==> src/rtl/synth_pkg.sv <==
// rtl/synth_pkg.sv - shared types, widths and waveform shaper for note_synth
package synth_pkg;

    localparam int SAMPLE_W = 16;
    localparam int GAIN_W   = 8;

    typedef enum logic [1:0] {
        IDLE    = 2'd0,
        ATTACK  = 2'd1,
        SUSTAIN = 2'd2,
        RELEASE = 2'd3
    } env_state_t;

    localparam logic [1:0] WAVE_SQUARE = 2'd0;
    localparam logic [1:0] WAVE_SAW    = 2'd1;
    localparam logic [1:0] WAVE_TRI    = 2'd2;

    // ph is phase[31:15]: only the top 17 phase bits ever reach the waveform
    function automatic logic [SAMPLE_W-1:0] wave_shape(input logic [16:0] ph,
                                                       input logic [1:0]  sel);
        logic [SAMPLE_W-1:0] w;
        case (sel)
            WAVE_SAW: w = ph[16:1] ^ 16'h8000;
            WAVE_TRI: w = (ph[16] ? ~ph[15:0] : ph[15:0]) ^ 16'h8000;
            default:  w = ph[16] ? 16'h8001 : 16'h7fff;
        endcase
        return w;
    endfunction

endpackage

==> src/rtl/note_synth_counter.sv <==
// rtl/note_synth_counter.sv - free-running up counter with synchronous clear
module note_synth_counter #(
    parameter int WIDTH = 8
) (
    input  logic             clk_i,
    input  logic             clear_i,
    input  logic             en_i,
    output logic [WIDTH-1:0] count_o
);

    logic [WIDTH-1:0] count_q;
    logic [WIDTH-1:0] count_d;

    always_comb begin
        count_d = count_q;
        if (clear_i) begin
            count_d = '0;
        end else if (en_i) begin
            count_d = count_q + 1'b1;
        end
    end

    always_ff @(posedge clk_i) begin
        count_q <= count_d;
    end

    assign count_o = count_q;

endmodule

==> src/rtl/note_synth.sv <==
// rtl/note_synth.sv - DDS tone generator with attack/release envelope and sample handshake
module note_synth
    import synth_pkg::*;
#(
    parameter int sample_div_p   = 250,
    parameter int attack_step_p  = 8,
    parameter int release_step_p = 4
) (
    input  logic                clk_i,
    input  logic                reset_i,
    input  logic [31:0]         fstep_i,
    input  logic [1:0]          wave_sel_i,
    output logic [SAMPLE_W-1:0] data_o,
    output logic                valid_o,
    input  logic                ready_i,
    output logic                overrun_o,
    output logic                busy_o
);

    localparam int CNT_W = $clog2(sample_div_p);
    localparam logic [CNT_W-1:0]  TICK_LAST    = CNT_W'(sample_div_p - 1);
    localparam logic [GAIN_W:0]   ATTACK_STEP  = (GAIN_W + 1)'(attack_step_p);
    localparam logic [GAIN_W-1:0] RELEASE_STEP = GAIN_W'(release_step_p);
    localparam logic [GAIN_W-1:0] GAIN_MAX     = '1;

    logic [CNT_W-1:0] count;
    logic             tick;

    env_state_t        state_q, state_d, trans;
    logic [GAIN_W-1:0] gain_q, gain_d;
    logic [GAIN_W:0]   gain_sum;
    logic [31:0]       phase_q, phase_d;
    logic [31:0]       fstep_l_q, fstep_l_d;

    logic                smp_vld_q;
    logic [SAMPLE_W-1:0] smp_wave_q;
    logic [GAIN_W-1:0]   smp_gain_q;
    logic signed [SAMPLE_W+GAIN_W-1:0] prod;

    logic [SAMPLE_W-1:0] data_q, data_d;
    logic                valid_q, valid_d;
    logic                overrun_q, overrun_d;

    assign tick = (count == TICK_LAST);

    note_synth_counter #(
        .WIDTH (CNT_W)
    ) u_tick_cnt (
        .clk_i   (clk_i),
        .clear_i (reset_i | tick),
        .en_i    (1'b1),
        .count_o (count)
    );

    always_ff @(posedge clk_i) begin
        if (reset_i) begin
            state_q    <= IDLE;
            gain_q     <= '0;
            phase_q    <= '0;
            fstep_l_q  <= '0;
            smp_vld_q  <= 1'b0;
            smp_wave_q <= '0;
            smp_gain_q <= '0;
            data_q     <= '0;
            valid_q    <= 1'b0;
            overrun_q  <= 1'b0;
        end else begin
            state_q    <= state_d;
            gain_q     <= gain_d;
            phase_q    <= phase_d;
            fstep_l_q  <= fstep_l_d;
            smp_vld_q  <= tick;
            smp_wave_q <= wave_shape(phase_q[31:15], wave_sel_i);
            smp_gain_q <= gain_d;
            data_q     <= data_d;
            valid_q    <= valid_d;
            overrun_q  <= overrun_d;
        end
    end

    // A new non-zero step retunes the note in every active state, attack included
    always_comb begin
        trans     = state_q;
        state_d   = state_q;
        gain_d    = gain_q;
        phase_d   = phase_q;
        fstep_l_d = fstep_l_q;
        gain_sum  = {1'b0, gain_q} + ATTACK_STEP;
        if (tick) begin
            if (fstep_i == '0) begin
                trans = (state_q == IDLE) ? IDLE : RELEASE;
            end else begin
                trans     = (state_q == SUSTAIN) ? SUSTAIN : ATTACK;
                fstep_l_d = fstep_i;
            end
            state_d = trans;
            case (trans)
                ATTACK: begin
                    gain_d = gain_sum[GAIN_W] ? GAIN_MAX : gain_sum[GAIN_W-1:0];
                    if (gain_d == GAIN_MAX) begin
                        state_d = SUSTAIN;
                    end
                end
                RELEASE: begin
                    gain_d = (gain_q > RELEASE_STEP) ? (gain_q - RELEASE_STEP) : '0;
                    if (gain_d == '0) begin
                        state_d = IDLE;
                    end
                end
                SUSTAIN: gain_d = gain_q;
                default: gain_d = '0;
            endcase
            phase_d = (state_d == IDLE) ? '0 : (phase_q + fstep_l_d);
        end
    end

    // Floor-rounded scaling: low 16 bits of (wave * gain) >>> 8
    always_comb begin
        prod      = $signed(smp_wave_q) * $signed({1'b0, smp_gain_q});
        data_d    = data_q;
        valid_d   = valid_q;
        overrun_d = overrun_q;
        if (smp_vld_q) begin
            data_d  = SAMPLE_W'(prod >>> GAIN_W);
            valid_d = 1'b1;
            if (valid_q && !ready_i) begin
                overrun_d = 1'b1;
            end
        end else if (valid_q && ready_i) begin
            valid_d = 1'b0;
        end
    end

    always_comb begin
        busy_o    = (state_q != IDLE);
        data_o    = data_q;
        valid_o   = valid_q;
        overrun_o = overrun_q;
    end

endmodule

==> config.mk <==
export PLATFORM = sky130hd
export DESIGN_NAME = note_synth
export DESIGN_NICKNAME = d
export VERILOG_FILES = /design/src/rtl/synth_pkg.sv /design/src/rtl/note_synth_counter.sv /design/src/rtl/note_synth.sv
export SDC_FILE = /design/constraint.sdc
export NUM_CORES = 1
export LEC_CHECK = 0
export ABC_AREA = 0
export CORE_UTILIZATION = 50
export DETAILED_ROUTE_END_ITERATION = 7
export GPL_TIMING_DRIVEN = 0
export PLACE_DENSITY = 0.73
export RECOVER_POWER = 100
export SETUP_SLACK_MARGIN = 0.2
export SYNTH_ARGS = -nofsm -noshare
export SYNTH_HDL_FRONTEND = slang
export SYNTH_SLANG_ARGS = --single-unit
==> constraint.sdc <==
create_clock -name clk_i -period 14.28 [get_ports clk_i]
set_input_delay 1.428 -clock clk_i [delete_from_list [all_inputs] [get_ports clk_i]]
set_output_delay 1.428 -clock clk_i [all_outputs]
set_load 0.01 [all_outputs]
# After elaboration in Yosys (flattened, before gate mapping)
# Cells that the tools add are included.
# classes
n_mul,1
order_cmp,1
eq_ne,8
n_addsub,4
n_bitwise,5
reduce_logical,11
muxes,19
# ops
operator,n
two-way mux 32 bit,3
adder 32 bit,1
logical NOT 32 bit,1
two-way mux 16 bit,2
case mux 16 bit (2 select lines),1
multiplier 16 x 9 -> 24 bit,1
case mux 8 bit (3 select lines),1
== test 8 bit (second input constant),2
two-way mux 8 bit,2
NOT 16 bit,1
two-way mux 2 bit,7
adder 8 x 4 -> 9 bit (second input constant),1
adder 8 x 1 -> 8 bit (second input constant),1
== test 2 bit (second input constant),4
greater-than comparator 8 x 3 -> 1 bit (second input constant),1
logical NOT 8 bit,1
subtractor 8 x 3 -> 8 bit (second input constant),1
== test 2 x 1 -> 1 bit (second input constant),2
logical NOT 2 bit,2
case mux 2 bit (2 select lines),1
AND reduction 2 bit,2
nonzero test 2 bit,2
NOT 1 bit,3
logical AND 1 bit,2
3 further kinds,4
# word_totals
in_bits,37
out_inout_bits,19
ff_bits,117
wordCells,59

# Depth between registers and ports, before layout
# Gate-level depths: netlist of the first run.
# logic_depth
word_depth,9
mapped_depth,21
mapped_depth_nobuf,19

# Cells and area by module
# From an unflattened synthesis of the first run, not the netlist that was laid out.
# unflattened
cells_unflattened,1334
area_unflattened_um2,10934.2
# modules_own_cells
module,seq_area_each_um2,area_each_um2,n_inst,cells_per_inst
note_synth,2182.1,10595.2,1,1297
note_synth_counter,160.2,339.1,1,37

# Worst setup path before layout of the first run
# OpenSTA, ideal clock, no wires.
# synth_path
path_type,register -> register
from,register smp_gain_q[5]
to,register data_q[15] (netlist: data_o[15])
slack_ns,8.829
arrival_time_ns,5.365
period_less_slack_ns,5.451
stages_incl_launch_ff,21
t_required_ns,14.194
setup_ns,0.086
path_buffers,3
path_cell_list,dfxtp_1 > clkbuf_1 > clkbuf_1 > clkbuf_1 > nand2_1 > fa_1 > fa_1 > inv_1 > fa_1 > inv_1 > fa_1 > inv_1 > ha_1 > or2_2 > a211oi_1 > o31ai_1 > a221o_1 > a211oi_2 > a21oi_1 > xnor2_1 > a211oi_1
# synth_between
elab_chain_len,1
# synth_lines
element,line_no,rtl
"start, declared",note_synth.sv:37,logic [GAIN_W-1:0] smp_gain_q;
"start signal, assigned",note_synth.sv:74,smp_gain_q <= gain_d;
multiplier 16 x 9 -> 24 bit,note_synth.sv:119,"prod = $signed(smp_wave_q) * $signed({1'b0, smp_gain_q});"
"end signal, assigned",note_synth.sv:75,data_q <= data_d;
"end, declared",note_synth.sv:40,"logic [SAMPLE_W-1:0] data_q, data_d;"
# Every way passes these cells.
# A chain may end at the register's enable or synchronous reset.

# Final worst setup path of the first run
# layout_path
from,input fstep_i[14]
to,register phase_q[31]
# layout_between
elab_chain_len,8
word_cells_on_any_way,14
classes_between,add/sub: 1; eq/ne: 2; mux: 9; reduce/logical: 2
# layout_lines
element,line_no,rtl
"start, declared",note_synth.sv:11,"input logic [31:0] fstep_i,"
"parallel branches: the longest is 7 deep, another holds adder 32 bit",-,
two-way mux 32 bit (*),note_synth.sv:113,phase_d = (state_d == IDLE) ? '0 : (phase_q + fstep_l_d);
"end signal, assigned",note_synth.sv:70,phase_q <= phase_d;
"end, declared",note_synth.sv:32,"logic [31:0] phase_q, phase_d;"
# Every way passes the cells marked *. The select of a mux whose other input is x is not followed.

==> results of run 1 <==
metrics by stage:
stage	worst slack (ns)	std cells	total power (W)	util (%)	instance area (µm²)
global route	7.154	1641	0.0008890	58.61	12010
floorplan	8.829	1284	0.0003980	-	10580
global placement	7.573	1609	0.0004282	55.97	11470
detailed placement	7.575	1609	0.0004292	56.00	11480
CTS	7.866	1641	0.0008653	58.88	12070
finish	7.534	1641	0.0008591	58.61	12010
registers in the layout, summed over array words and instances, names as in the netlist, 2 cells and up:
name / cells
fstep_l_q: 32
data_o: 16
smp_gain_q: 8
smp_wave_q: 16
state_q: 2
u_tick_cnt.count_o: 8
phase_q: 32
tightest hold or removal path: stages, from the launching register on:
cell     delay (ns)
dfxtp_1        0.32
nand2_1        0.04
o21ai_0        0.06
cell families (layout without fill, tap and decap cells):
family,Yosys count,count (layout),synth area share [%]
xor gates and xnor gates,60,60,4.966
buffers and inverters,208,295,7.472
muxes,13,13,1.230
and+or+nand+nor,422,422,18.34
adders and majority gates,183,183,28.73
AOI/OAI and AO/OA,281,281,17.13
DFF,117,117,22.13
path summary, 6_finish.rpt:
path / to / slack, ns / depth (start not counted)
setup / recovery: phase_q[31]$_SDFFE_PP0P_ / 7.53 / 18
hold / removal: data_o[12]$_SDFFE_PP0P_ / 0.45 / 2
setup reg to reg: data_o[15]$_SDFFE_PP0P_ / 7.65 / 20
hold reg to reg: data_o[12]$_SDFFE_PP0P_ / 0.45 / 2
report_power, final:
part	switching [W]	leakage, nW	internal [W]	total (W)
Sequential	0.0000112	0.947	0.000332	0.000344
Clock	0.000174	0.281	0.000263	0.000437
Combinational	0.0000450	4.22	0.0000339	0.0000789
metal layers:
metal / vias up / wire, µm / share of wire (%)
li1: 4405 / - / -
met1: 4238 / 12120 / 47
met2: 245 / 11940 / 46
met3: 40 / 1342 / 5.2
met4: 0 / 561 / 2.2
met5: - / 0 / 0
final cells by class:
type / instances / area [µm²]
multi-input combinational: 959 / 7403
clock inverter: 14 / 151.4
inverter: 150 / 563.0
tap: 270 / 337.8
timing repair buffer: 55 / 550.5
fill: 1872 / 8482
clock buffer: 18 / 439.2
sequential: 117 / 2342
buffer: 58 / 225.2
synthesized netlist by cell type (all sizes together), types with 6 or more instances:
library cell and number:
a211oi 9, a21o 47, a21oi 101, and2 54, and3 6, buf 7, clkbuf 51, dfxtp 117
fa 100, ha 83, inv 150, mux2i 13, nand2 195, nand2b 11, nand3 17, nand4 6
nor2 85, nor3 16, nor4 9, o21ai 54, o21bai 8, o22a 14, xnor2 34, xor2 26
cells in the final DEF (no fill, tap or decap), drive strengths merged, types with 26 or more instances in the layout:
master / Yosys / final
nand2: 195 / 195
o21ai: 54 / 54
nor2: 85 / 85
a21oi: 101 / 101
dfxtp: 117 / 117
ha: 83 / 83
xor2: 26 / 26
xnor2: 34 / 34
inv: 150 / 153
clkbuf: 51 / 74
fa: 100 / 100
and2: 54 / 54
clkdlybuf4s50: 0 / 33
a21o: 47 / 47
==> summary.txt, run 1 <==
Routing
  – Drt via density: approximately 5.4
  – Routed vias: approximately 8,900
  – Initial drt markers: 619
  – Routed length per instance: 15.82 µm
  – Drt total wl: 25.97 mm
  – Remaining antenna violation count: 0
  – # DRC: 0
  – Drt pass-1 iters: 8

Timing
  – Worst Max-Slew Pin Slew: 0.9596 ns
  – Endpoints failing setup: 0
  – Crit path time final: 6.746 ns
  – Post-route clock period utilization: 47.24%
  – Hold slack: 0.4483 ns
  – Fmax achieved: around 150 MHz
  – Relative slew margins: ~36%
  – Final Slew Violations: 0
  – Final hold violation count: 0
  – Clock skew: around 0.0093 ns
  – RSZ-0062 raised after global routing: false
  – Setup TNS after final layout: 0 ns

Global route
  – Met3 GRT Util: 3.704%
  – Met1 layer usage reported by global route: between 30% and 40%
  – Initial antenna violation count: 0
  – M2 GR Usage: between 40% and 50%
  – Total Routing Usage GR: roughly 26%
  – Most Used Layer, Global Route: met2
  – Largest net degree at the start of global routing: 17
  – Vias in the first global route: 8,918
  – Total gr overflow: 0
  – Global-route wire length before repair: 44.13 mm

Yosys
  – Async SR Flop Fraction: 0%
  – Sequential area share after synthesis: between 20% and 30%
  – Synth cell types: 68
  – Syn nets: 1,504
  – Synth warnings: 0
  – Mapped Area: 10,580 µm²
  – Synth Register Bits: 117
  – Syn Inst Count: between 1,000 and 1,500
  – Synth top area cells: dfxtp_1 22%, fa_1 19%, ha_1 9.8%, nand2_1 6.9%, inv_1 5.3%
  – Area share of the largest cell type after synthesis: 22.13%
  – Post-synth EDFFs: 0
  – Ys flop type: dfxtp_1
  – Yosys top cell by area: dfxtp_1
  – Mapped Avg Cell Area: between 8 and 9 µm²

Critical path
  – Cell repeated most along the worst path: clkbuf_1
  – Critical path type: in2reg
  – Slowest CP cell: dlygate4sd3_1
  – CP startpoint kind: primary input
  – Max FO, Critical Path: 10
  – CP Buf/Inv Count: 4
  – CP startpoint: fstep_i[14]
  – RR Startpoint: smp_gain_q[5]$_SDFFE_PP0P_
  – Arr. time, crit path: about 7.1 ns
  – CP delay by family, top: compound AO/OA/AOI/OAI gates
  – CP peak stage delay: 0.56 ns
  – Worst path required time: about 15 ns
  – CP cell instances: dlygate4sd3_1, nor4_1, nand4_1, nor2_1, clkbuf_1, clkbuf_1, a21o_1, ha_1, clkbuf_1, and4_1, nand2_1, a31oi_1, o22ai_1, o31a_2, o41ai_1, nand2_1, a31oi_1, o21ai_0
  – Crit. End Element: register

Final layout
  – N_diodes: 0
  – Share of cells above drive strength 1: under 10%
  – Final nets: 1,578
  – Synthesis-to-finish area growth: 13.51%

CTS
  – Clock latency on the worst-skew pair: ~0.43 ns
  – Clock Sinks: roughly 120
  – Htree depth: 4
  – CTS resizes: 0
  – Postcts setup bufs: 0
  – Clock slew at reported path FFs: approximately 0.060 ns
  – Root Buffer Master: clkbuf_16
  – Max clock buf depth: 2
  – CTS tree: built
  – Num CTS Buffers: 17
  – CTS hold repair buffers: 0

Placed design
  – PortBufs: 55
  – Placer congestion estimate: approximately 0.92
  – Detailed placer's ending HPWL: 20.35 mm

Run
  – MaxCap Viol Count: 0

Power and ir drop
  – Leak Pwr: ~5.4 nW
  – Peak VDD IR: 83.80 µV
  – PD cells: ~72 nW/µm²

Die
  – Core area: roughly 20,000 µm²
  – Initial Util: 51.64%
  – Die height: 147.5 µm
  – Die ar.: between 20,000 and 25,000 µm²
  – Row cnt: 52
  – Die width: between 100 and 150 µm
  – # IOs: 56

Hold path
  – Hold Crit Class: reg2reg
  – Hold path startpoint: data_o[12]$_SDFFE_PP0P_

Status
  – Outcome: finished clean
Note: power is estimated with default switching activity, not from simulation.
==> run 2, diff against run 1 <==
==> constraint.sdc (replaced) <==
create_clock -name clk_i -period 6.7 [get_ports clk_i]
set_input_delay 0.67 -clock clk_i [delete_from_list [all_inputs] [get_ports clk_i]]
set_output_delay 0.67 -clock clk_i [all_outputs]
set_load 0.01 [all_outputs]
==> summary.txt, run 2 (synthesized netlist as in run 1, its figures left out) <==
Critical path
  – Critical path type: reg2reg
  – RR Startpoint: smp_gain_q[2]$_SDFFE_PP0P_
  – Crit. End Element: register
  – Worst path required time: 7.03 ns (-7.56 ns)
  – R2r worst-path depth: 20 (unchanged)
  – Max FO, Critical Path: 10 (unchanged)
  – Setup slack, reg-to-reg: 0.56 ns (-7.09 ns)
  – Critical Path End: data_o[15]$_SDFFE_PP0P_
  – Reg-to-Reg End: data_o[15]$_SDFFE_PP0P_
  – CP startpoint: smp_gain_q[2]$_SDFFE_PP0P_
  – Arr. time, crit path: 6.47 ns (-0.58 ns)
  – CP startpoint kind: register

Timing
  – Fmax achieved: 163.0 MHz
  – Post-route clock period utilization: 91.57%
  – RSZ-0062 raised after global routing: false
  – Crit path time final: just over 6 ns
  – Relative slew margins: 36.55% (+0.87 points)
  – Endpoints failing setup: 0 (unchanged)
  – Final Slew Violations: 0 (unchanged)
  – Setup TNS after final layout: 0 ns (unchanged)
  – Worst Max-Slew Pin Slew: 0.9466 ns (-0.01296 ns)
  – Final hold violation count: 0 (unchanged)
  – Clock skew: 0.01026 ns (+0.0009191 ns)

Routing
  – Drt via density: 5.406 (-0.64%)
  – Routed vias: 8,871 (-0.64%)
  – Drt total wl: 25.97 mm (about the same)
  – Drt pass-1 iters: 5 (-3)
  – # DRC: 0 (unchanged)
  – Remaining antenna violation count: 0 (unchanged)
  – Initial drt markers: 574 (-7.3%)
  – Routed length per instance: 15.82 µm (about the same)

Global route
  – Largest net degree at the start of global routing: 17 (unchanged)
  – Total gr overflow: 0 (unchanged)
  – Global-route wire length before repair: 44.13 mm (unchanged)
  – Initial antenna violation count: 0 (unchanged)
  – Vias in the first global route: 8,918 (unchanged)
  – Total Routing Usage GR: 25.61% (unchanged)

Final layout
  – Biggest regs: fstep_l_q: 32 flops, phase_q: 32 flops
  – Commonest non-fill, non-tap cell in the layout: nand2_1
  – Most frequent cells in the layout: 195 x nand2_1, 150 x inv_1, 117 x dfxtp_1
  – Fill count: 1,867 (-0.27%)
  – Final core utilization: 58.68% (+0.067 points)
  – Share of cells above drive strength 1: 4.085% (+0.58 points)
  – Synthesis-to-finish area growth: 13.64%
  – Final nets: 1,578 (unchanged)
  – N_diodes: 0 (unchanged)

Run
  – MaxCap Viol Count: 0 (unchanged)

Die
  – Die width: 147.5 µm (unchanged)
  – Die height: 147.5 µm (unchanged)
  – Die ar.: 21,750 µm² (unchanged)
  – # IOs: 56 (unchanged)
  – Initial Util: 51.64% (unchanged)
  – Core area: 20,490 µm² (unchanged)
  – Row cnt: 52 (unchanged)

CTS
  – Num CTS Buffers: 17 (unchanged)
  – Root Buffer Master: clkbuf_16
  – CTS tree: built
  – Clock latency on the worst-skew pair: 0.43 ns (about the same)
  – Htree depth: 4 (unchanged)
  – Max clock buf depth: 2 (unchanged)
  – Clock slew at reported path FFs: 0.06 ns (about the same)
  – Clock Sinks: 117 (unchanged)

Hold path
  – Hold Crit Class: reg2reg

Power and ir drop
  – Total power: 0.001832 W (+110%)
  – PD cells: 152.4 nW/µm² (+110%)
  – Leak Pwr: 5.471 nW (+0.47%)
  – Peak VDD IR: 178.6 µV (+110%)

Placed design
  – Detailed placer's ending HPWL: 20.35 mm (unchanged)
  – PortBufs: 55 (unchanged)
  – Placer congestion estimate: 0.9160 (unchanged)

Status
  – Outcome: finished clean
==> run 2: cell counts in the layout (fill, tap and decap cells not counted) <==
No cell type changed its count.
==> run 2: critical path, stage by stage (launching register included) <==
cell       delay, ns
dfxtp_1         0.41
clkbuf_2        0.29
clkbuf_1        0.42
nand2_1         0.15
fa_1            0.56
inv_1           0.05
fa_1            0.52
inv_1           0.06
fa_1            0.47
inv_1           0.05
fa_1            0.47
ha_1            0.22
nor3_1          0.15
o21ai_1         0.13
a2111oi_0       0.44
o31ai_1         0.29
a221o_1         0.46
a211oi_2        0.35
a21oi_1         0.14
xnor2_1         0.15
a211oi_1        0.24
==> run 2: metrics by stage <==
stage               setup slack [ns]  area [µm²]  instances  hold WS [ns]
detailed placement            0.3050       11480       1609        0.4408
global placement              0.3787       11470       1609        0.4361
floorplan                      1.249       10580       1284        0.4263
finish                        0.5650       12030       1641        0.4473
global route                  0.1164       12030       1641        0.4778
CTS                           0.2863       12070       1641        0.4493
==> run 2: where the power goes <==
part           switching (W)  internal [W]
logic              0.0000962     0.0000723
registers          0.0000240      0.000708
clock network       0.000371      0.000560
==> run 2: how the worst min path moves through the flow <==
| stage | startpoint | end | slack (ns) | cells past startpoint |
|---|---|---|---|---|
| after floorplan | state_q[0]$_SDFFE_PP0P_ | state_q[0]$_SDFFE_PP0P_ | 0.43 | 2 |
| after global placement | data_o[14]$_SDFFE_PP0P_ | data_o[14]$_SDFFE_PP0P_ | 0.44 | 2 |
| after detailed placement | data_o[12]$_SDFFE_PP0P_ | data_o[12]$_SDFFE_PP0P_ | 0.44 | 2 |
| after CTS | data_o[12]$_SDFFE_PP0P_ | data_o[12]$_SDFFE_PP0P_ | 0.45 | 2 |
| after global routing | fstep_l_q[30]$_SDFFE_PP0P_ | fstep_l_q[30]$_SDFFE_PP0P_ | 0.48 | 2 |
| final | data_o[12]$_SDFFE_PP0P_ | data_o[12]$_SDFFE_PP0P_ | 0.45 | 2 |
==> run 2: routing by layer <==
| layer | vias up | part of all wire (%) | track usage (%) |
|---|---|---|---|
| met4 | 0 | 1.9 | 7.526 |
| met2 | 212 | 46 | 41.79 |
| met1 | 4222 | 48 | 35.22 |
| li1 | 4405 | - | - |
| met3 | 32 | 4.7 | 3.704 |
| met5 | - | 0 | 0 |
==> run 2: area by class of cell <==
class	instances	area (µm²)	area share (%)
buffer	58	234.0	1.945
clock buffer	18	439.2	3.652
clock inverter	14	151.4	1.259
inverter	150	563.0	4.682
multi-input combinational	959	7408	61.60
sequential	117	2342	19.48
tap	270	337.8	2.809
timing repair buffer	55	550.5	4.578
==> run 2: repair_timing <==
item	in CTS	in global routing
setup endpoints to repair	0	5
resized for setup	0	16
hold buffers	0	0
setup buffers	0	0
==> edit (config.mk and constraints of run 2) <==
Put a register stage on the output `overrun_o`, with the module's reset. The value now appears one clock later. The other outputs are not delayed to match.
--- a/src/rtl/note_synth.sv
+++ b/src/rtl/note_synth.sv
@@ -22,6 +22,8 @@
     localparam logic [GAIN_W:0]   ATTACK_STEP  = (GAIN_W + 1)'(attack_step_p);
     localparam logic [GAIN_W-1:0] RELEASE_STEP = GAIN_W'(release_step_p);
     localparam logic [GAIN_W-1:0] GAIN_MAX     = '1;
+
+    logic overrun_c;
 
     logic [CNT_W-1:0] count;
     logic             tick;
@@ -135,7 +137,15 @@
         busy_o    = (state_q != IDLE);
         data_o    = data_q;
         valid_o   = valid_q;
-        overrun_o = overrun_q;
+        overrun_c = overrun_q;
+    end
+
+    always_ff @(posedge clk_i) begin
+        if (reset_i) begin
+            overrun_o <= '0;
+        end else begin
+            overrun_o <= overrun_c;
+        end
     end
 
 endmodule
Formal check against the unedited RTL: same outputs for any inputs over 10 cycles, from zero or initial values and one cycle with reset_i high; that may be too few to reach the edited logic, so the function may still have changed.
==> edit against run 2 <==
Total power is 0.93% higher; sequential cell count is 1 higher; synthesized area is 3.5% higher; clock power is 3.8% higher; design area is 3.1% higher; routed wire length is 5.8% higher; worst setup slack worse by 8.6 ps; critical path type unchanged; highest routed layer unchanged.
==> edit: results (changes against run 2) <==
[status]
status = completed

[synthesis]
synth.distinct_cells = 84  ; +24%
synthAdderAreaFrac = 0.2776  ; -0.009746
synth_xor_area_frac = 0.04078  ; -0.008880
synth_common_cells = nand2_1 (195), inv_1 (149), dfxtp_1 (118), a21oi_1 (104), fa_1 (100)
synth_cells = 1332  ; +3.7%
synth_compound_area_frac = 0.1840  ; +0.01269

[routing]
dr_wl_met3_mm = 1.226  ; +0.57%
met2_length_mm = 13.46  ; +13%
drt-initial-drc-count = 503  ; -12%
via_per_inst = 5.624  ; +4.0%
routedWlPerCell_um = 16.23  ; +2.5%
wl_met1_mm = 12.02  ; -2.6%
firstDrtPassIters = 6  ; +1

[global_route]
grt_pass1_wl_mm = 45.39  ; +2.8%
grtUsageMet3 = 0.03902  ; +0.001987
grt_util_all_layers = 0.2591  ; +0.002988
grt_pass1_vias = 9408  ; +5.5%
use_met1 = 0.3178  ; -0.03446
grtUsageMet2 = 0.4606  ; +0.04272

[sta]
fmax_mhz = 162.8  ; -0.14%
holdWs_ps = 457.0  ; +9.670 ps
worst_slew_pin_slew_ps = 808.0  ; -138.7 ps

[power_and_ir_drop]
peakVddDrop_mv = 0.1749  ; -2.1%
p_leak_uw = 0.005553  ; +1.5%

[place]
place_ws_ps = 519.3  ; +214.2 ps
place.gp.congestion = 0.9015  ; -1.6%
placement.cell_area_mm2 = 0.01185  ; +3.2%
place_hpwl_mm = 21.43  ; +5.3%

[finish]
drive_gt1_frac = 0.03526  ; -0.005585
nets = 1626  ; +3.0%
finalNonFillerCells = 1693  ; +3.2%

[critical_path]
r2r-start = smp_gain_q[5]$_SDFFE_PP0P_
r2r_cells = 18  ; -10%
crit_arrival_ps = 6450  ; -20 ps

[min_path]
hp-start = fstep_l_q[3]$_SDFFE_PP0P_

[clock_network]
ctsResizeCount = 0  ; unchanged

[edit: cell types whose count changed after synthesis, moves of 4 or more]
cell / run 2 / this run
a211oi_1: 8 / 13
a21oi_1: 99 / 104
and2_1: 54 / 58
nand2b_1: 11 / 4
nand3_1: 17 / 22
nor2_1: 84 / 90
nor2b_1: 3 / 8
o21ai_0: 37 / 50
o21ai_1: 17 / 6
xnor2_1: 34 / 27
[edit: layout make-up]
cell class | instances | area [µm²]
Multi-Input combinational cell | 1001 | 7664
Inverter | 150 | 563.0
Fill cell | 1903 | 8821
Buffer | 63 | 304.0
Clock buffer | 18 | 439.2
Clock inverter | 13 | 172.7
Tap cell | 275 | 344.1
Timing Repair Buffer | 55 | 550.5
Sequential cell | 118 | 2362
[edit: where the power goes]
part	leakage, µW	internal [µW]	switching (µW)	total [µW]
Combinational	0.00430	63.1	83.4	146
Clock	0.000297	598	369	967
Sequential	0.000955	713	22.7	736
Total	0.00555	1370	475	1850
